==> src/rtl/weight_fetch_ctrl_pkg.sv <==
// Shared definitions for the weight fetch controller: FSM encoding, default
// array dimensions, SRAM address widths and output buffer depth.
package weight_fetch_ctrl_pkg;

  localparam int IFMAPS_DEF = 16;
  localparam int PIXELS_DEF = 25;
  localparam int KERN_AW    = 4;
  localparam int PIX_AW     = 6;
  localparam int BUF_DEPTH  = 2;
  localparam int BUF_CW     = $clog2(BUF_DEPTH + 1);

  typedef enum logic [2:0] {
    IDLE,
    Q_IF,
    Q_IF_W,
    Q_PIX,
    Q_PIX_W,
    STREAM,
    DRAIN,
    FIN
  } fsm_state_t;

endpackage

==> src/rtl/weight_fetch_ctrl_if.sv <==
// Weight stream (valid/ready) plus weight SRAM port, seen from the controller
// (master) and from the SRAM/consumer environment (slave).
interface weight_fetch_ctrl_if #(
  parameter int DW = 8
);
  import weight_fetch_ctrl_pkg::*;

  logic [DW-1:0]      w_data;
  logic               w_valid;
  logic               w_ready;
  logic [KERN_AW-1:0] w_kern;
  logic [PIX_AW-1:0]  w_pix;
  logic               w_last;

  logic               sram_cs;
  logic               sram_we;
  logic               sram_rd;
  logic               sram_ifmaps;
  logic               sram_pixels;
  logic [KERN_AW-1:0] sram_kern_addr;
  logic [PIX_AW-1:0]  sram_pix_addr;
  logic [DW-1:0]      sram_data_out;
  logic [DW-1:0]      sram_data_in;

  modport master (
    output w_data, w_valid, w_kern, w_pix, w_last,
    input  w_ready,
    output sram_cs, sram_we, sram_rd, sram_ifmaps, sram_pixels,
    output sram_kern_addr, sram_pix_addr, sram_data_out,
    input  sram_data_in
  );

  modport slave (
    input  w_data, w_valid, w_kern, w_pix, w_last,
    output w_ready,
    input  sram_cs, sram_we, sram_rd, sram_ifmaps, sram_pixels,
    input  sram_kern_addr, sram_pix_addr, sram_data_out,
    output sram_data_in
  );

endinterface

==> src/rtl/weight_fetch_ctrl_skid_buf.sv <==
// Two-entry FIFO holding returned weights with their (kernel, pixel, last) tag.
// Head outputs read as zero while empty so the stream is quiet after reset.
module weight_skid_buf
  import weight_fetch_ctrl_pkg::*;
#(
  parameter int DW = 8
) (
  input  logic               Clk,
  input  logic               Rst,
  input  logic               push,
  input  logic [DW-1:0]      pushData,
  input  logic [KERN_AW-1:0] pushKern,
  input  logic [PIX_AW-1:0]  pushPix,
  input  logic               pushLast,
  input  logic               pop,
  output logic               headValid,
  output logic [DW-1:0]      headData,
  output logic [KERN_AW-1:0] headKern,
  output logic [PIX_AW-1:0]  headPix,
  output logic               headLast,
  output logic [BUF_CW-1:0]  count
);
  localparam int PW = $clog2(BUF_DEPTH);

  logic [DW-1:0]      memData [BUF_DEPTH];
  logic [KERN_AW-1:0] memKern [BUF_DEPTH];
  logic [PIX_AW-1:0]  memPix  [BUF_DEPTH];
  logic               memLast [BUF_DEPTH];
  logic [PW-1:0]      wrPtr;
  logic [PW-1:0]      rdPtr;

  always_ff @(posedge Clk) begin
    if (Rst) begin
      wrPtr <= '0;
      rdPtr <= '0;
      count <= '0;
    end else begin
      if (push) wrPtr <= wrPtr + 1'b1;
      if (pop)  rdPtr <= rdPtr + 1'b1;
      case ({push, pop})
        2'b10:   count <= count + 1'b1;
        2'b01:   count <= count - 1'b1;
        default: count <= count;
      endcase
    end
  end

  always_ff @(posedge Clk) begin
    if (push) begin
      memData[wrPtr] <= pushData;
      memKern[wrPtr] <= pushKern;
      memPix[wrPtr]  <= pushPix;
      memLast[wrPtr] <= pushLast;
    end
  end

  assign headValid = (count != '0);
  assign headData  = headValid ? memData[rdPtr] : '0;
  assign headKern  = headValid ? memKern[rdPtr] : '0;
  assign headPix   = headValid ? memPix[rdPtr]  : '0;
  assign headLast  = headValid ? memLast[rdPtr] : 1'b0;

endmodule

==> src/rtl/weight_fetch_ctrl.sv <==
// Weight SRAM reader: queries kernel/pixel counts, walks every (k,p) address
// kernel-major and streams the returned weights over a valid/ready port.
module weight_fetch_ctrl
  import weight_fetch_ctrl_pkg::*;
#(
  parameter int IFMAPS = IFMAPS_DEF,
  parameter int PIXELS = PIXELS_DEF,
  parameter int DW     = 8
) (
  input  logic Clk,
  input  logic Rst,
  input  logic start,
  output logic busy,
  output logic done,
  weight_fetch_ctrl_if.master bus
);
  localparam int IF_CW  = $clog2(IFMAPS + 1);
  localparam int PIX_CW = $clog2(PIXELS + 1);

  function automatic logic [IF_CW-1:0] satIf(input logic [DW-1:0] raw);
    return (int'(raw) > IFMAPS) ? IF_CW'(IFMAPS) : IF_CW'(raw);
  endfunction

  function automatic logic [PIX_CW-1:0] satPix(input logic [DW-1:0] raw);
    return (int'(raw) > PIXELS) ? PIX_CW'(PIXELS) : PIX_CW'(raw);
  endfunction

  fsm_state_t         state;
  logic [KERN_AW-1:0] kIdx;
  logic [PIX_AW-1:0]  pIdx;
  logic [IF_CW-1:0]   nIf;
  logic [PIX_CW-1:0]  nPix;
  logic               vld_p1;
  logic [KERN_AW-1:0] kern_p1;
  logic [PIX_AW-1:0]  pix_p1;
  logic               last_p1;

  logic [IF_CW-1:0]   ifSat;
  logic [PIX_CW-1:0]  pixSat;
  logic               kAtEnd, pAtEnd, issue, pop, headValid;
  logic [BUF_CW-1:0]  bufCount;
  logic [BUF_CW:0]    occupancy;
  logic [DW-1:0]      headData;
  logic [KERN_AW-1:0] headKern;
  logic [PIX_AW-1:0]  headPix;
  logic               headLast;

  assign ifSat  = satIf(bus.sram_data_in);
  assign pixSat = satPix(bus.sram_data_in);
  assign kAtEnd = (IF_CW'(kIdx) == nIf - IF_CW'(1));
  assign pAtEnd = (pIdx == PIX_AW'(nPix - PIX_CW'(1)));
  assign pop    = headValid && bus.w_ready;

  // Slots committed after this cycle's pop; a read needs one free slot since
  // its data lands in the buffer two edges later.
  assign occupancy = {1'b0, bufCount} + {{BUF_CW{1'b0}}, vld_p1} - {{BUF_CW{1'b0}}, pop};
  assign issue     = (state == STREAM) && (occupancy < (BUF_CW+1)'(BUF_DEPTH));

  always_ff @(posedge Clk) begin
    if (Rst) begin
      state  <= IDLE;
      kIdx   <= '0;
      pIdx   <= '0;
      nIf    <= '0;
      nPix   <= '0;
      vld_p1 <= 1'b0;
    end else begin
      vld_p1 <= issue;
      case (state)
        IDLE: if (start) begin
          state <= Q_IF;
          kIdx  <= '0;
          pIdx  <= '0;
        end
        Q_IF:   state <= Q_IF_W;
        Q_IF_W: begin
          nIf   <= ifSat;
          state <= (ifSat == '0) ? FIN : Q_PIX;
        end
        Q_PIX:   state <= Q_PIX_W;
        Q_PIX_W: begin
          nPix  <= pixSat;
          state <= (pixSat == '0) ? FIN : STREAM;
        end
        STREAM: if (issue) begin
          if (pAtEnd) begin
            pIdx <= '0;
            if (kAtEnd) state <= DRAIN;
            else        kIdx  <= kIdx + 1'b1;
          end else begin
            pIdx <= pIdx + 1'b1;
          end
        end
        DRAIN:   if (bufCount == '0 && !vld_p1) state <= FIN;
        FIN:     state <= IDLE;
        default: state <= IDLE;
      endcase
    end
  end

  // p0 -> p1: tag of the read whose data appears on sram_data_in next cycle
  always_ff @(posedge Clk) begin
    if (issue) begin
      kern_p1 <= kIdx;
      pix_p1  <= pIdx;
      last_p1 <= kAtEnd && pAtEnd;
    end
  end

  // p1 -> buffer: returned word is captured together with its tag
  weight_skid_buf #(.DW(DW)) uBuf (
    .Clk       (Clk),
    .Rst       (Rst),
    .push      (vld_p1),
    .pushData  (bus.sram_data_in),
    .pushKern  (kern_p1),
    .pushPix   (pix_p1),
    .pushLast  (last_p1),
    .pop       (pop),
    .headValid (headValid),
    .headData  (headData),
    .headKern  (headKern),
    .headPix   (headPix),
    .headLast  (headLast),
    .count     (bufCount)
  );

  assign bus.w_valid        = headValid;
  assign bus.w_data         = headData;
  assign bus.w_kern         = headKern;
  assign bus.w_pix          = headPix;
  assign bus.w_last         = headLast;

  assign bus.sram_rd        = issue;
  assign bus.sram_ifmaps    = (state == Q_IF);
  assign bus.sram_pixels    = (state == Q_PIX);
  assign bus.sram_cs        = issue || (state == Q_IF) || (state == Q_PIX);
  assign bus.sram_we        = 1'b0;
  assign bus.sram_data_out  = '0;
  assign bus.sram_kern_addr = kIdx;
  assign bus.sram_pix_addr  = pIdx;

  assign busy = (state != IDLE);
  assign done = (state == FIN);

endmodule

==> src/flat_wrapper.sv <==
// flat-port wrapper written by rule: the top's interface ports become plain ports
module weight_fetch_ctrl_flat import weight_fetch_ctrl_pkg::*;
#(
  parameter int IFMAPS = IFMAPS_DEF,
  parameter int PIXELS = PIXELS_DEF,
  parameter int DW     = 8
)
  (Clk, Rst, start, busy, done, bus_w_data, bus_w_valid, bus_w_kern, bus_w_pix, bus_w_last, bus_w_ready, bus_sram_cs, bus_sram_we, bus_sram_rd, bus_sram_ifmaps, bus_sram_pixels, bus_sram_kern_addr, bus_sram_pix_addr, bus_sram_data_out, bus_sram_data_in);
  weight_fetch_ctrl_if #(.DW(DW)) bus_i ();
  input  logic Clk;
  input  logic Rst;
  input  logic start;
  output logic busy;
  output logic done;
  output wire logic [$bits(bus_i.w_data)-1:0] bus_w_data;
  output wire logic [$bits(bus_i.w_valid)-1:0] bus_w_valid;
  output wire logic [$bits(bus_i.w_kern)-1:0] bus_w_kern;
  output wire logic [$bits(bus_i.w_pix)-1:0] bus_w_pix;
  output wire logic [$bits(bus_i.w_last)-1:0] bus_w_last;
  input wire logic [$bits(bus_i.w_ready)-1:0] bus_w_ready;
  output wire logic [$bits(bus_i.sram_cs)-1:0] bus_sram_cs;
  output wire logic [$bits(bus_i.sram_we)-1:0] bus_sram_we;
  output wire logic [$bits(bus_i.sram_rd)-1:0] bus_sram_rd;
  output wire logic [$bits(bus_i.sram_ifmaps)-1:0] bus_sram_ifmaps;
  output wire logic [$bits(bus_i.sram_pixels)-1:0] bus_sram_pixels;
  output wire logic [$bits(bus_i.sram_kern_addr)-1:0] bus_sram_kern_addr;
  output wire logic [$bits(bus_i.sram_pix_addr)-1:0] bus_sram_pix_addr;
  output wire logic [$bits(bus_i.sram_data_out)-1:0] bus_sram_data_out;
  input wire logic [$bits(bus_i.sram_data_in)-1:0] bus_sram_data_in;
  assign bus_w_data = bus_i.w_data;
  assign bus_w_valid = bus_i.w_valid;
  assign bus_w_kern = bus_i.w_kern;
  assign bus_w_pix = bus_i.w_pix;
  assign bus_w_last = bus_i.w_last;
  assign bus_i.w_ready = bus_w_ready;
  assign bus_sram_cs = bus_i.sram_cs;
  assign bus_sram_we = bus_i.sram_we;
  assign bus_sram_rd = bus_i.sram_rd;
  assign bus_sram_ifmaps = bus_i.sram_ifmaps;
  assign bus_sram_pixels = bus_i.sram_pixels;
  assign bus_sram_kern_addr = bus_i.sram_kern_addr;
  assign bus_sram_pix_addr = bus_i.sram_pix_addr;
  assign bus_sram_data_out = bus_i.sram_data_out;
  assign bus_i.sram_data_in = bus_sram_data_in;
  weight_fetch_ctrl #(.IFMAPS(IFMAPS), .PIXELS(PIXELS), .DW(DW)) u_core (.Clk(Clk), .Rst(Rst), .start(start), .busy(busy), .done(done), .bus(bus_i));
endmodule
==> config.mk <==
export PLATFORM = sky130hd
export DESIGN_NAME = weight_fetch_ctrl_flat
export DESIGN_NICKNAME = d
export VERILOG_FILES = /design/src/rtl/weight_fetch_ctrl_pkg.sv /design/src/rtl/weight_fetch_ctrl_if.sv /design/src/rtl/weight_fetch_ctrl_skid_buf.sv /design/src/rtl/weight_fetch_ctrl.sv /design/src/flat_wrapper.sv
export SDC_FILE = /design/constraint.sdc
export NUM_CORES = 1
export LEC_CHECK = 0
export ABC_CLOCK_PERIOD_IN_PS = 5260
export BUFFER_PORTS_ARGS = -buffer_cell sky130_fd_sc_hd__buf_2
export CORE_MARGIN = 1.5
export CORE_UTILIZATION = 45
export DETAILED_ROUTE_END_ITERATION = 8
export PLACE_DENSITY = 0.66
export SKIP_CTS_REPAIR_TIMING = 1
export SLEW_MARGIN = 20
export SYNTH_ARGS = -nofsm -noshare
export SYNTH_HDL_FRONTEND = slang
export SYNTH_HIERARCHICAL = 1
export SYNTH_SLANG_ARGS = --single-unit
==> constraint.sdc <==
create_clock -name Clk -period 5.26 [get_ports Clk]
set_input_delay 0 -clock Clk [delete_from_list [all_inputs] [get_ports Clk]]
set_output_delay 0 -clock Clk [all_outputs]
set_load 0.005 [all_outputs]
# --- Word level (Yosys, flattened, before mapping) ---
# Memory sizes are Yosys's and may differ from the RTL's. A register that Yosys moved wholly into a read port is not among the register bits.
# Index checks and enable logic that the tools add are counted.
totals:
  ramBits: 38
  inputBits: 12
  output_inout_bits: 45
  elab_cells: 98
  n_memories: 4
  ff_bits: 39
op_classes:
  mux: 34
  n_addsub: 10
  order_cmp: 3
  n_eq_ne: 17
  n_reduce_logical: 18
memory_table:
  columns: ["name", "depth", "word_bits", "rd", "rd_ports_with_merged_regs", "write_ports", "line_no", "source"]
  rows:
  - ["u_core.uBuf.memData", 2, 8, 1, 1, 1, "weight_fetch_ctrl_skid_buf.sv:25", "logic [DW-1:0] memData [BUF_DEPTH];"]
  - ["u_core.uBuf.memPix", 2, 6, 1, 1, 1, "weight_fetch_ctrl_skid_buf.sv:27", "logic [PIX_AW-1:0] memPix [BUF_DEPTH];"]
  - ["u_core.uBuf.memKern", 2, 4, 1, 1, 1, "weight_fetch_ctrl_skid_buf.sv:26", "logic [KERN_AW-1:0] memKern [BUF_DEPTH];"]
  - ["u_core.uBuf.memLast", 2, 1, 1, 1, 1, "weight_fetch_ctrl_skid_buf.sv:28", "logic memLast [BUF_DEPTH];"]
ops:
  columns: ["operator", "count"]
  rows:
  - ["$mux W6", 4]
  - ["$pmux W3 S8", 1]
  - ["$mux W4", 5]
  - ["$mux W3", 6]
  - ["$gt A8 B5 Y1 const B", 2]
  - ["$eq A3 B3 Y1 const B", 4]
  - ["$pmux W6 S2", 1]
  - ["$mux W1", 11]
  - ["$logic_not A5 Y1", 2]
  - ["$mux W5", 2]
  - ["$reduce_and A5 Y1", 2]
  - ["$mux W8", 1]
  - ["$ne A2 B1 Y1 const B", 4]
  - ["$pmux W4 S2", 1]
  - ["$add A6 B1 Y6 const B", 1]
  - ["$eq A3 B2 Y1 const B", 2]
  - ["$eq A6 B6 Y1", 1]
  - ["$reduce_bool A2 Y1", 3]
  - ["$sub A5 B1 Y6 const B", 1]
  - ["$eq A4 B5 Y1", 1]
  - ["$sub A5 B1 Y5 const B", 1]
  - ["$add A4 B1 Y4 const B", 1]
  - ["$logic_and A1 B1 Y1", 4]
  - ["$ne A2 B2 Y1 const B", 2]
  - ["other kinds (17)", 19]

# --- Longest topological paths before layout ---
# Gate-level depths: netlist of the first run.
logic_depth:
  depth_word: 7
  mapped_depth: 13
  mapped_depth_nobuf: 12

# --- By module ---
# Netlist of the first run, hierarchy kept.
modules_own_cells:
  columns: ["module", "area_per_inst_um2", "seq_area_each_um2", "cells_per_inst", "n_inst"]
  rows:
  - ["weight_fetch_ctrl", 1961.9, 810.8, 206, 1]
  - ["weight_skid_buf", 1625.3, 1241.2, 102, 1]

# --- Worst setup path before layout of the first run ---
# Ideal clock, no wire load.
synth_timing:
  path_kind: "register -> register"
  start: "reg u_core.uBuf.count[1]"
  end: "reg u_core.pIdx[5] (netlist: u_core/bus.sram_pix_addr[5])"
  t_arrival_ps: 2928
  setup_slack_ps: 2202
  n_path_buf: 1
  synth_period_minus_slack_ps: 3058
  required_time_ps: 5130
  stages_incl_launch_ff: 13
  setup_ps: 130
  path_cell_list: "dfxtp_1 nor2_1 clkbuf_1 inv_1 and2_1 ha_1 nor2b_1 fa_1 o32ai_4 and4_1 and3_1 xnor2_1 nor2_1"
synth_between:
  elab_chain_len: 7
  elab_cells_between_ends: 8
  classes_between: "2 x add/sub; 1 x order compare; 1 x eq/ne; 4 x reduce/logical"
synth_rtl:
  columns: ["element", "line_no", "source"]
  rows:
  - ["start: declaration", "weight_fetch_ctrl_skid_buf.sv:21", "output logic [BUF_CW-1:0] count"]
  - ["start signal: assignment", "weight_fetch_ctrl_skid_buf.sv:41", "2'b10: count <= count + 1'b1;"]
  - ["start signal: assignment", "weight_fetch_ctrl_skid_buf.sv:42", "2'b01: count <= count - 1'b1;"]
  - ["start signal: assignment", "weight_fetch_ctrl_skid_buf.sv:43", "default: count <= count;"]
  - ["$reduce_bool A2 Y1", "weight_fetch_ctrl_skid_buf.sv:57", "assign headValid = (count != '0);"]
  - ["named net bus_w_valid", "flat_wrapper.sv:16", "output wire logic [$bits(bus_i.w_valid)-1:0] bus_w_valid;"]
  - ["$logic_and A1 B1 Y1", "weight_fetch_ctrl.sv:52", "assign pop = headValid && bus.w_ready;"]
  - ["named net u_core.pop", "weight_fetch_ctrl.sv:40", "logic kAtEnd, pAtEnd, issue, pop, headValid;"]
  - ["$sub A3 B1 Y3", "weight_fetch_ctrl.sv:56", "assign occupancy = {1'b0, bufCount} + {{BUF_CW{1'b0}}, vld_p1} - {{BUF_CW{1'b0}}, pop};"]
  - ["$lt A3 B2 Y1", "weight_fetch_ctrl.sv:57", "assign issue = (state == STREAM) && (occupancy < (BUF_CW+1)'(BUF_DEPTH));"]
  - ["$logic_and A1 B1 Y1", "weight_fetch_ctrl.sv:57", null]
  - ["$ne A2 B1 Y1 (no line)", null, null]
  - ["$reduce_and A3 Y1 (no line)", null, null]
  - ["end signal: assignment", "weight_fetch_ctrl.sv:91", "pIdx <= pIdx + 1'b1;"]
  - ["end: declaration", "weight_fetch_ctrl.sv:30", "logic [PIX_AW-1:0] pIdx;"]
# The timed path passes the listed nets, and every way through them passes these cells.
# A chain may end at the register's enable or synchronous reset.

# --- Final worst setup path of the first run ---
layout_timing:
  start: "reg u_core.uBuf.count[1]"
  end: "out bus_sram_rd"
layout_between:
  elab_chain_len: 5
  elab_cells_between_ends: 6
  classes_between: "2 x add/sub; 1 x order compare; 3 x reduce/logical"
layout_rtl:
  columns: ["element", "line_no", "source"]
  rows:
  - ["$reduce_bool A2 Y1", "weight_fetch_ctrl_skid_buf.sv:57", null]
  - ["$logic_and A1 B1 Y1", "weight_fetch_ctrl.sv:52", null]
  - ["named net u_core.pop", "weight_fetch_ctrl.sv:40", null]
  - ["$sub A3 B1 Y3", "weight_fetch_ctrl.sv:56", null]
  - ["$lt A3 B2 Y1", "weight_fetch_ctrl.sv:57", null]
  - ["$logic_and A1 B1 Y1", "weight_fetch_ctrl.sv:57", null]
  - ["end: declaration", "flat_wrapper.sv:23", "output wire logic [$bits(bus_i.sram_rd)-1:0] bus_sram_rd;"]
# The timed path passes the listed nets, and every way through them passes these cells.

==> metrics.txt, run 1 <==
# TYPE chip_impl_metric gauge
chip_impl_metric{name="final_max_slew_viol_count",unit=""} 0
chip_impl_metric{name="fraction_of_synthesized_cell_area_in_xor_and_xnor_cells",unit=""} 0.0464
chip_impl_metric{name="chipHeight",unit="µm"} 92.3
chip_impl_metric{name="area_delta_synth_final",unit="%"} 15.7
chip_impl_metric{name="first_pass_iters",unit=""} 4
chip_impl_info{name="dominant_combinational_cell_family_by_area_after_synthesis",value="simple AND/OR/NAND/NOR gates"} 1
chip_impl_info{name="endpoint",value="bus_sram_rd"} 1
chip_impl_metric{name="synth.mux.area_fraction",unit=""} 0.0586
chip_impl_metric{name="routed_wl",unit="µm"} 6760
chip_impl_info{name="synthFlopType",value="sky130_fd_sc_hd__edfxtp_1"} 1
chip_impl_metric{name="relSlewSlack",unit=""} 0.405
chip_impl_info{name="crit_type",value="flop to primary output"} 1
chip_impl_metric{name="cellPowerDensity",unit="nW/µm²"} 280
chip_impl_info{name="cts_tree",value="done"} 1
chip_impl_metric{name="setup_total_negative_slack",unit="ns"} 0
chip_impl_metric{name="fillCellCount",unit=""} 715
chip_impl_metric{name="final.hold.worst_slack",unit="ns"} 0.0311
chip_impl_metric{name="routed_wire_length_per_instance",unit="µm"} 14.4
chip_impl_metric{name="timing.critical_path.required",unit="ns"} 5.26
chip_impl_metric{name="grt-ovfl-total",unit=""} 0
chip_impl_info{name="worstReg2RegEnd",value="u_core/bus.sram_pix_addr[5]"} 1
chip_impl_metric{name="ios",unit=""} 57
chip_impl_info{name="grt_setup_unrepaired",value="false"} 1
chip_impl_metric{name="placed_cells",unit=""} 446
chip_impl_info{name="worstPathCellList",value="nor2_1 > buf_4 > inv_1 > and2_1 > ha_1 > nor2b_1 > fa_1 > or3_1 > inv_1 > buf_2"} 1
chip_impl_metric{name="placed_cell_area",unit="µm²"} 3870
chip_impl_metric{name="num_vias",unit=""} 2400
chip_impl_metric{name="worst_skew_late_latency",unit="ns"} 0.34
chip_impl_metric{name="post_route_cells_drive_above_1_share",unit=""} 0.209
chip_impl_metric{name="power.ir.vdd_worst",unit="mV"} 0.116
chip_impl_metric{name="cp.arrival",unit="ns"} 3.30
chip_impl_info{name="mostFrequentLayoutCells",value="sky130_fd_sc_hd__nor2_1, sky130_fd_sc_hd__edfxtp_1, sky130_fd_sc_hd__buf_2"} 1
chip_impl_metric{name="initialDrtViolationCount",unit=""} 112
chip_impl_metric{name="worstPathMaxFanout",unit=""} 20
chip_impl_metric{name="ctsHtreeMaxLevel",unit=""} 3
chip_impl_metric{name="synth_enable_flop_cells",unit=""} 49
chip_impl_metric{name="max_stage_delay",unit="ns"} 0.50
chip_impl_metric{name="final-setup-viol-count",unit=""} 0
chip_impl_metric{name="grt_antenna_before_repair",unit=""} 0
chip_impl_metric{name="synth_seq_cells",unit=""} 78
chip_impl_metric{name="nNetsFinal",unit=""} 382
chip_impl_metric{name="cts_buffers",unit=""} 9
chip_impl_metric{name="final-instance-count-excl-fill",unit=""} 470
chip_impl_metric{name="first_global_vias",unit=""} 2133
chip_impl_info{name="setup.worst_path.start",value="u_core/uBuf/count[1]"} 1
chip_impl_metric{name="power.leakage",unit="nW"} 1.48
chip_impl_metric{name="remaining_drc_errors",unit=""} 0
chip_impl_info{name="clockRootBuffer",value="sky130_fd_sc_hd__clkbuf_8"} 1
chip_impl_metric{name="numClockSinks",unit=""} 78
chip_impl_metric{name="post_synthesis_compound_gate_area_fraction",unit=""} 0.101
chip_impl_metric{name="synth_sequential_area_ratio",unit=""} 0.572
chip_impl_info{name="cp_common_cell",value="sky130_fd_sc_hd__inv_1"} 1
chip_impl_metric{name="post_layout_min_period",unit="ns"} 3.30
chip_impl_info{name="outcome",value="complete, no violations"} 1
chip_impl_metric{name="postLayoutCoreUtil",unit=""} 0.537
chip_impl_info{name="critPathLaunchType",value="flop"} 1
chip_impl_metric{name="hold_violations",unit=""} 0
chip_impl_info{name="layout.cells.most_common",value="sky130_fd_sc_hd__nor2_1"} 1
chip_impl_info{name="endpoint_kind",value="primary output"} 1
chip_impl_metric{name="antenna_violating_nets_post_route",unit=""} 0
chip_impl_metric{name="clkSlewWorstSetupHoldPaths",unit="ns"} 0.08
chip_impl_metric{name="synth.avg_cell_area",unit="µm²"} 11.6
chip_impl_metric{name="grt_pass1_wl",unit="µm"} 10500
chip_impl_metric{name="synthSimpleGateAreaFrac",unit=""} 0.146
chip_impl_metric{name="cell_area_after_layout",unit="µm²"} 4150
chip_impl_metric{name="site_rows",unit=""} 32
chip_impl_info{name="worst_hold_path_type",value="input port to flop"} 1
chip_impl_metric{name="number_of_cells_produced_by_synthesis",unit=""} 308
chip_impl_metric{name="post_synth_instance_area",unit="µm²"} 3590
chip_impl_metric{name="cts_buffer_depth",unit=""} 2
chip_impl_metric{name="initial_utilization",unit=""} 0.464
chip_impl_metric{name="ys_types",unit=""} 55
chip_impl_metric{name="hpwl",unit="µm"} 4700
chip_impl_metric{name="maxCapViolCount",unit=""} 0
chip_impl_metric{name="antennaDiodeCount",unit=""} 0
chip_impl_metric{name="grt_usage",unit=""} 0.163
chip_impl_metric{name="drt-vias-per-instance",unit=""} 5.11
chip_impl_metric{name="grt_start_max_net_pins",unit=""} 25
chip_impl_metric{name="fp.dieArea",unit="µm²"} 8520
chip_impl_metric{name="place_congestion",unit=""} 0.760
chip_impl_metric{name="ff2ff_path_depth",unit=""} 12
chip_impl_metric{name="timing.fmax",unit="MHz"} 303
chip_impl_metric{name="max_slew.worst_pin.slew",unit="ns"} 0.893
chip_impl_metric{name="floorplan.core_area",unit="µm²"} 7730
chip_impl_metric{name="ys_async_sr_fraction",unit=""} 0
chip_impl_info{name="worst_path_max_delay_cell",value="sky130_fd_sc_hd__fa_1"} 1
chip_impl_metric{name="yosys_warnings",unit=""} 6
chip_impl_info{name="timing.rr.start",value="u_core/uBuf/count[1]"} 1
chip_impl_metric{name="chipWidth",unit="µm"} 92.3
chip_impl_metric{name="timing.reg2reg.setup_slack",unit="ns"} 2.06
chip_impl_metric{name="min_period_over_period",unit=""} 0.626
chip_impl_metric{name="worst_clock_skew",unit="ns"} 0.00665
chip_impl_metric{name="synthAdderAreaFrac",unit=""} 0.0265
chip_impl_metric{name="buffer_ports.inserted",unit=""} 47
[sequential cells by signal, indices dropped and copies added (netlist names), named ones only]
register and cells:
u_core/uBuf/memData 16, u_core/pix_p1 6, u_core/bus.sram_kern_addr 4, u_core/uBuf/count 2, u_core/last_p1 1, u_core/uBuf/rdPtr 1, u_core/uBuf/memKern 8, u_core/state 3
u_core/uBuf/wrPtr 1, u_core/uBuf/memLast 2, u_core/nIf 5, u_core/vld_p1 1, u_core/kern_p1 4, u_core/uBuf/memPix 12, u_core/nPix 5, u_core/bus.sram_pix_addr 6
[kinds of logic (layout without fill, tap and decap cells)]
kind of cell,after synthesis,count (layout)
adders and majority gates,7,7
DFF,78,78
and+or+nand+nor,105,105
other,1,9
xor gates and xnor gates,19,19
muxes,21,21
AOI/OAI and AO/OA,43,43
buffers and inverters,34,86
[through the flow]
step / power, mW / setup slack, ns
after floorplan: 0.711 / 2.20
after global placement: 0.726 / 2.17
after detailed placement: 0.727 / 2.09
after CTS: 1.16 / 1.92
after global routing: 1.20 / 1.72
final: 1.16 / 1.96
[per-layer routing]
layer  GRT usage  up-vias  share of wire
li1            -     1186              -
met3      0.0365        4          0.038
met4      0.0718        0         0.0087
met1       0.212     1149           0.47
met2       0.260       61           0.49
met5           0        -              0
[worst max-delay path: cells and delay by family (launching register included)]
kind	cells	cell delay, ns
DFF	1	0.37
buffers and inverters	4	0.88
and+or+nand+nor	4	0.92
adders and majority gates	2	0.80
[cells in the mapped netlist, types with 3 or more instances]
| cell | instances | area [µm²] |
|---|---|---|
| sky130_fd_sc_hd__a211oi_1 | 5 | 37.5 |
| sky130_fd_sc_hd__a21oi_1 | 11 | 55.1 |
| sky130_fd_sc_hd__and2_1 | 3 | 18.8 |
| sky130_fd_sc_hd__and3_1 | 4 | 25.0 |
| sky130_fd_sc_hd__buf_4 | 12 | 90.1 |
| sky130_fd_sc_hd__clkbuf_1 | 9 | 33.8 |
| sky130_fd_sc_hd__dfxtp_1 | 29 | 581 |
| sky130_fd_sc_hd__edfxtp_1 | 49 | 1470 |
| sky130_fd_sc_hd__ha_1 | 6 | 75.1 |
| sky130_fd_sc_hd__inv_1 | 12 | 45.0 |
| sky130_fd_sc_hd__mux2i_1 | 21 | 210 |
| sky130_fd_sc_hd__nand2_1 | 13 | 48.8 |
| sky130_fd_sc_hd__nand2b_1 | 3 | 18.8 |
| sky130_fd_sc_hd__nand3_1 | 7 | 35.0 |
| sky130_fd_sc_hd__nor2_1 | 50 | 188 |
| sky130_fd_sc_hd__nor3_1 | 4 | 20.0 |
| sky130_fd_sc_hd__o21ai_0 | 5 | 25.0 |
| sky130_fd_sc_hd__or3_1 | 4 | 25.0 |
| sky130_fd_sc_hd__xnor2_1 | 15 | 131 |
| sky130_fd_sc_hd__xor2_1 | 4 | 35.0 |
[report_power, final]
| group | internal (mW) | switching (mW) |
|---|---|---|
| Sequential | 0.649 | 0.00951 |
| Clock | 0.222 | 0.221 |
| Combinational | 0.0259 | 0.0332 |
| Total | 0.897 | 0.263 |
[area by class of cell]
type	instances	area, µm²	area share
well taps	102	128	0.0308
multi-input cells	204	1390	0.336
inverters	13	48.8	0.0118
flip-flops and latches	78	2050	0.495
clock buffers	10	128	0.0308
clock inverters	6	70.1	0.0169
repair buffers	57	330	0.0796
[how the worst min path moves through the flow]
stage,to,from,depth (start not counted),slack [ns]
2_1_floorplan,u_core/uBuf/count[1],Rst,1,0.07
3_3_place_gp,u_core/uBuf/memData[0][5],bus_sram_data_in[5],1,0.24
3_5_place_dp,u_core/uBuf/memData[0][5],bus_sram_data_in[5],1,0.24
4_1_cts,u_core/uBuf/memData[0][5],bus_sram_data_in[5],1,-0.12
5_1_grt,u_core/bus.sram_kern_addr[3],start,3,0.04
6_report,u_core/bus.sram_kern_addr[3],start,3,0.03
No activity file was read; power rests on OpenSTA's default activity.
==> run 2: changes to the inputs <==
ABC_AREA = 1   (was not set)
ABC_CLOCK_PERIOD_IN_PS = 2820   (was 5260)
PLACE_DENSITY = 0.68   (was 0.66)
clock period = 2.82 ns   (was 5.26 ns; I/O delays follow)
==> run 2 against run 1 <==
Effect of this change:
- worst setup slack worse by 1.7 ns
- global-route usage increased by 1.5 points
- clock power rose by 91%
- critical path type is now flop to flop
- largest cell class unchanged
==> metrics.txt, run 2 <==
# TYPE chip_impl_metric gauge
chip_impl_metric{name="worst_clock_skew",unit="ns"} 0.00844
chip_impl_metric{name="final-setup-viol-count",unit=""} 0
chip_impl_metric{name="ys_async_sr_fraction",unit=""} 0
chip_impl_metric{name="worstPathMaxFanout",unit=""} 5
chip_impl_metric{name="post_synth_instance_area",unit="µm²"} 3830
chip_impl_metric{name="post_route_cells_drive_above_1_share",unit=""} 0.202
chip_impl_metric{name="nNetsFinal",unit=""} 523
chip_impl_metric{name="max_stage_delay",unit="ns"} 0.42
chip_impl_info{name="largest_register",value="u_core/uBuf/memData"} 1
chip_impl_metric{name="hold_violations",unit=""} 0
chip_impl_metric{name="worst_skew_late_latency",unit="ns"} 0.35
chip_impl_metric{name="area_delta_synth_final",unit="%"} 16.3
chip_impl_metric{name="grt_antenna_before_repair",unit=""} 0
chip_impl_info{name="layout.cells.most_common",value="sky130_fd_sc_hd__nand2_1"} 1
chip_impl_metric{name="grt_start_max_net_pins",unit=""} 21
chip_impl_metric{name="timing.fmax",unit="MHz"} 390
chip_impl_metric{name="ios",unit=""} 57
chip_impl_metric{name="site_rows",unit=""} 33
chip_impl_info{name="worstReg2RegEnd",value="u_core/bus.sram_kern_addr[0]"} 1
chip_impl_info{name="grt_setup_unrepaired",value="false"} 1
chip_impl_metric{name="antenna_violating_nets_post_route",unit=""} 0
chip_impl_metric{name="ctsHtreeMaxLevel",unit=""} 3
chip_impl_metric{name="first_global_vias",unit=""} 2691
chip_impl_metric{name="routed_wl",unit="µm"} 7880
chip_impl_metric{name="initialDrtViolationCount",unit=""} 150
chip_impl_metric{name="ys_types",unit=""} 37
chip_impl_metric{name="first_pass_iters",unit=""} 4
chip_impl_metric{name="number_of_cells_produced_by_synthesis",unit=""} 438
chip_impl_metric{name="cp.arrival",unit="ns"} 2.86
chip_impl_metric{name="final_max_slew_viol_count",unit=""} 0
chip_impl_metric{name="routed_wire_length_per_instance",unit="µm"} 12.8
chip_impl_info{name="critPathLaunchType",value="flop"} 1
chip_impl_metric{name="grt_pass1_wl",unit="µm"} 12300
chip_impl_metric{name="cell_area_after_layout",unit="µm²"} 4460
chip_impl_metric{name="buffer_ports.inserted",unit=""} 47
chip_impl_metric{name="timing.critical_path.required",unit="ns"} 3.12
chip_impl_metric{name="num_vias",unit=""} 3043
chip_impl_metric{name="relSlewSlack",unit=""} 0.439
chip_impl_info{name="setup.worst_path.start",value="u_core/uBuf/count[1]"} 1
chip_impl_metric{name="drt-vias-per-instance",unit=""} 4.96
chip_impl_metric{name="antennaDiodeCount",unit=""} 0
chip_impl_info{name="synth_area_leader_cell",value="sky130_fd_sc_hd__edfxtp_1"} 1
chip_impl_info{name="mostFrequentLayoutCells",value="sky130_fd_sc_hd__nand2_1, sky130_fd_sc_hd__inv_1, sky130_fd_sc_hd__edfxtp_1"} 1
chip_impl_metric{name="grt-ovfl-total",unit=""} 0
chip_impl_metric{name="placed_cell_area",unit="µm²"} 4100
chip_impl_info{name="worst_hold_path_type",value="input port to flop"} 1
chip_impl_metric{name="place_congestion",unit=""} 0.856
chip_impl_info{name="endpoint_kind",value="flop"} 1
chip_impl_info{name="synthFlopType",value="sky130_fd_sc_hd__edfxtp_1"} 1
chip_impl_info{name="crit_type",value="flop to flop"} 1
chip_impl_metric{name="yosys_warnings",unit=""} 6
chip_impl_info{name="netlist_top_cells_count",value="sky130_fd_sc_hd__nand2_1, sky130_fd_sc_hd__inv_1, sky130_fd_sc_hd__edfxtp_1"} 1
chip_impl_metric{name="cellInternalPower",unit="mW"} 1.84
chip_impl_metric{name="setup_total_negative_slack",unit="ns"} 0
chip_impl_metric{name="ff2ff_path_depth",unit=""} 17
chip_impl_metric{name="p_clk_frac",unit=""} 0.326
chip_impl_metric{name="largest_reg_flops",unit=""} 16
chip_impl_metric{name="hpwl",unit="µm"} 5610
chip_impl_metric{name="chipWidth",unit="µm"} 95.3
chip_impl_metric{name="chipHeight",unit="µm"} 95.3
chip_impl_metric{name="synth_seq_cells",unit=""} 78
chip_impl_metric{name="pwr-share-seq",unit=""} 0.507
chip_impl_metric{name="grt_usage",unit=""} 0.178
chip_impl_metric{name="floorplan.core_area",unit="µm²"} 8220
chip_impl_info{name="yosysMostFrequentCell",value="sky130_fd_sc_hd__nand2_1"} 1
chip_impl_metric{name="remaining_drc_errors",unit=""} 0
chip_impl_metric{name="power.ir.vdd_worst",unit="mV"} 0.292
chip_impl_info{name="worst_path_max_delay_cell",value="sky130_fd_sc_hd__fa_1"} 1
chip_impl_metric{name="fp.dieArea",unit="µm²"} 9080
chip_impl_metric{name="comb_power_share",unit=""} 0.166
chip_impl_metric{name="timing.reg2reg.setup_slack",unit="ns"} 0.26
chip_impl_info{name="cp_common_cell",value="sky130_fd_sc_hd__nand2_1"} 1
chip_impl_metric{name="p_switching",unit="µW"} 741
chip_impl_metric{name="cts_buffer_depth",unit=""} 2
chip_impl_metric{name="clkSlewWorstSetupHoldPaths",unit="ns"} 0.09
chip_impl_metric{name="maxCapViolCount",unit=""} 0
chip_impl_metric{name="cts_buffers",unit=""} 9
chip_impl_info{name="timing.rr.start",value="u_core/uBuf/count[1]"} 1
chip_impl_metric{name="power.leakage",unit="nW"} 1.92
chip_impl_metric{name="synth_sequential_area_ratio",unit=""} 0.536
chip_impl_metric{name="numClockSinks",unit=""} 78
chip_impl_info{name="worstPathCellList",value="nor2_2 > inv_1 > nand2_1 > inv_1 > ha_1 > nor2_1 > fa_1 > a21oi_1 > nand2_1 > nand2_1 > nand2_2 > nor2_4 > buf_4 > nand3_2 > nand2_1 > nand2_1 > nor2_1"} 1
chip_impl_metric{name="total_power",unit="mW"} 2.58
chip_impl_info{name="cts_tree",value="done"} 1
chip_impl_metric{name="whs_path_depth",unit=""} 5
chip_impl_metric{name="post_layout_min_period",unit="ns"} 2.56
chip_impl_metric{name="min_period_over_period",unit=""} 0.909
chip_impl_metric{name="initial_utilization",unit=""} 0.466
chip_impl_metric{name="synth_enable_flop_cells",unit=""} 49
chip_impl_metric{name="max_slew.worst_pin.slew",unit="ns"} 0.840
chip_impl_info{name="top_regs",value="u_core/uBuf/memData: 16 flops, u_core/uBuf/memPix: 12 flops, u_core/uBuf/memKern: 8 flops"} 1
chip_impl_info{name="clockRootBuffer",value="sky130_fd_sc_hd__clkbuf_8"} 1
chip_impl_metric{name="synth.avg_cell_area",unit="µm²"} 8.75
chip_impl_metric{name="sw_frac_of_total",unit=""} 0.287
chip_impl_metric{name="top_area_cell_type_share_of_the_netlist_area",unit=""} 0.384
chip_impl_info{name="outcome",value="complete, no violations"} 1
chip_impl_info{name="hold_path.startpoint",value="bus_w_ready"} 1
chip_impl_metric{name="cellPowerDensity",unit="nW/µm²"} 580
chip_impl_info{name="synth_area_leaders",value="sky130_fd_sc_hd__edfxtp_1, sky130_fd_sc_hd__dfxtp_1, sky130_fd_sc_hd__nand2_1"} 1
run 2: cell families (layout without fill, tap and decap cells):
group | after synthesis | in the layout | synth area share
and+or+nand+nor | 214 | 214 | 0.243
buffers and inverters | 79 | 142 | 0.102
DFF | 78 | 78 | 0.536
AOI/OAI and AO/OA | 55 | 55 | 0.0843
adders and majority gates | 7 | 7 | 0.0248
xor gates and xnor gates | 4 | 4 | 0.00915
other | 1 | 9 | 0.000979
run 2: power by group through the flow:
stage                     Sequential [mW]  Combinational [mW]  Clock [mW]
after floorplan                      1.31               0.327           0
after global placement               1.33               0.375           0
after detailed placement             1.34               0.393           0
after CTS                            1.31               0.395       0.869
after global routing                 1.32               0.483       0.915
final                                1.31               0.430       0.843
run 2: how the worst max path moves through the flow:
stage	endpoint	slack (ns)	cells past startpoint
6_report	u_core/bus.sram_kern_addr[0]	0.26	17
5_1_grt	u_core/bus.sram_kern_addr[0]	0.02	17
4_1_cts	bus_sram_cs	0.14	14
3_5_place_dp	u_core/bus.sram_pix_addr[5]	0.15	17
3_3_place_gp	u_core/bus.sram_pix_addr[5]	0.22	17
2_1_floorplan	u_core/kern_p1[0]	0.02	11
run 2: layout make-up:
cell class / count / area (µm²)
clock buffer: 9 / 124
clock inverter: 7 / 77.6
fill: 742 / 3760
inverter: 61 / 231
multi-input combinational: 289 / 1430
sequential: 78 / 2050
tap: 105 / 131
timing repair buffer: 65 / 409
run 2: through the flow:
stage	utilization	worst slack, ns	hold slack (ns)	std cells
2_1_floorplan	-	0.0235	0.0691	446
3_3_place_gp	0.499	0.220	0.208	584
3_5_place_dp	0.499	0.155	0.213	584
4_1_cts	0.524	0.136	-0.161	600
5_1_grt	0.542	0.0197	0.0967	614
6_report	0.542	0.257	0.0607	614
run 2: worst max-delay path: cells and delay by family (launching register included):
kind	cells	cell delay [ns]
DFF	1	0.35
AOI/OAI and AO/OA	1	0.12
and+or+nand+nor	11	1.07
adders and majority gates	2	0.71
buffers and inverters	3	0.27
run 2: routing by layer:
layer  vias up  routed length, µm  track usage
li1       1540                  -            -
met1      1421               3530        0.220
met2        75               3940        0.312
met3         7                322       0.0223
met4         0                 97       0.0759
met5         -                  0            0
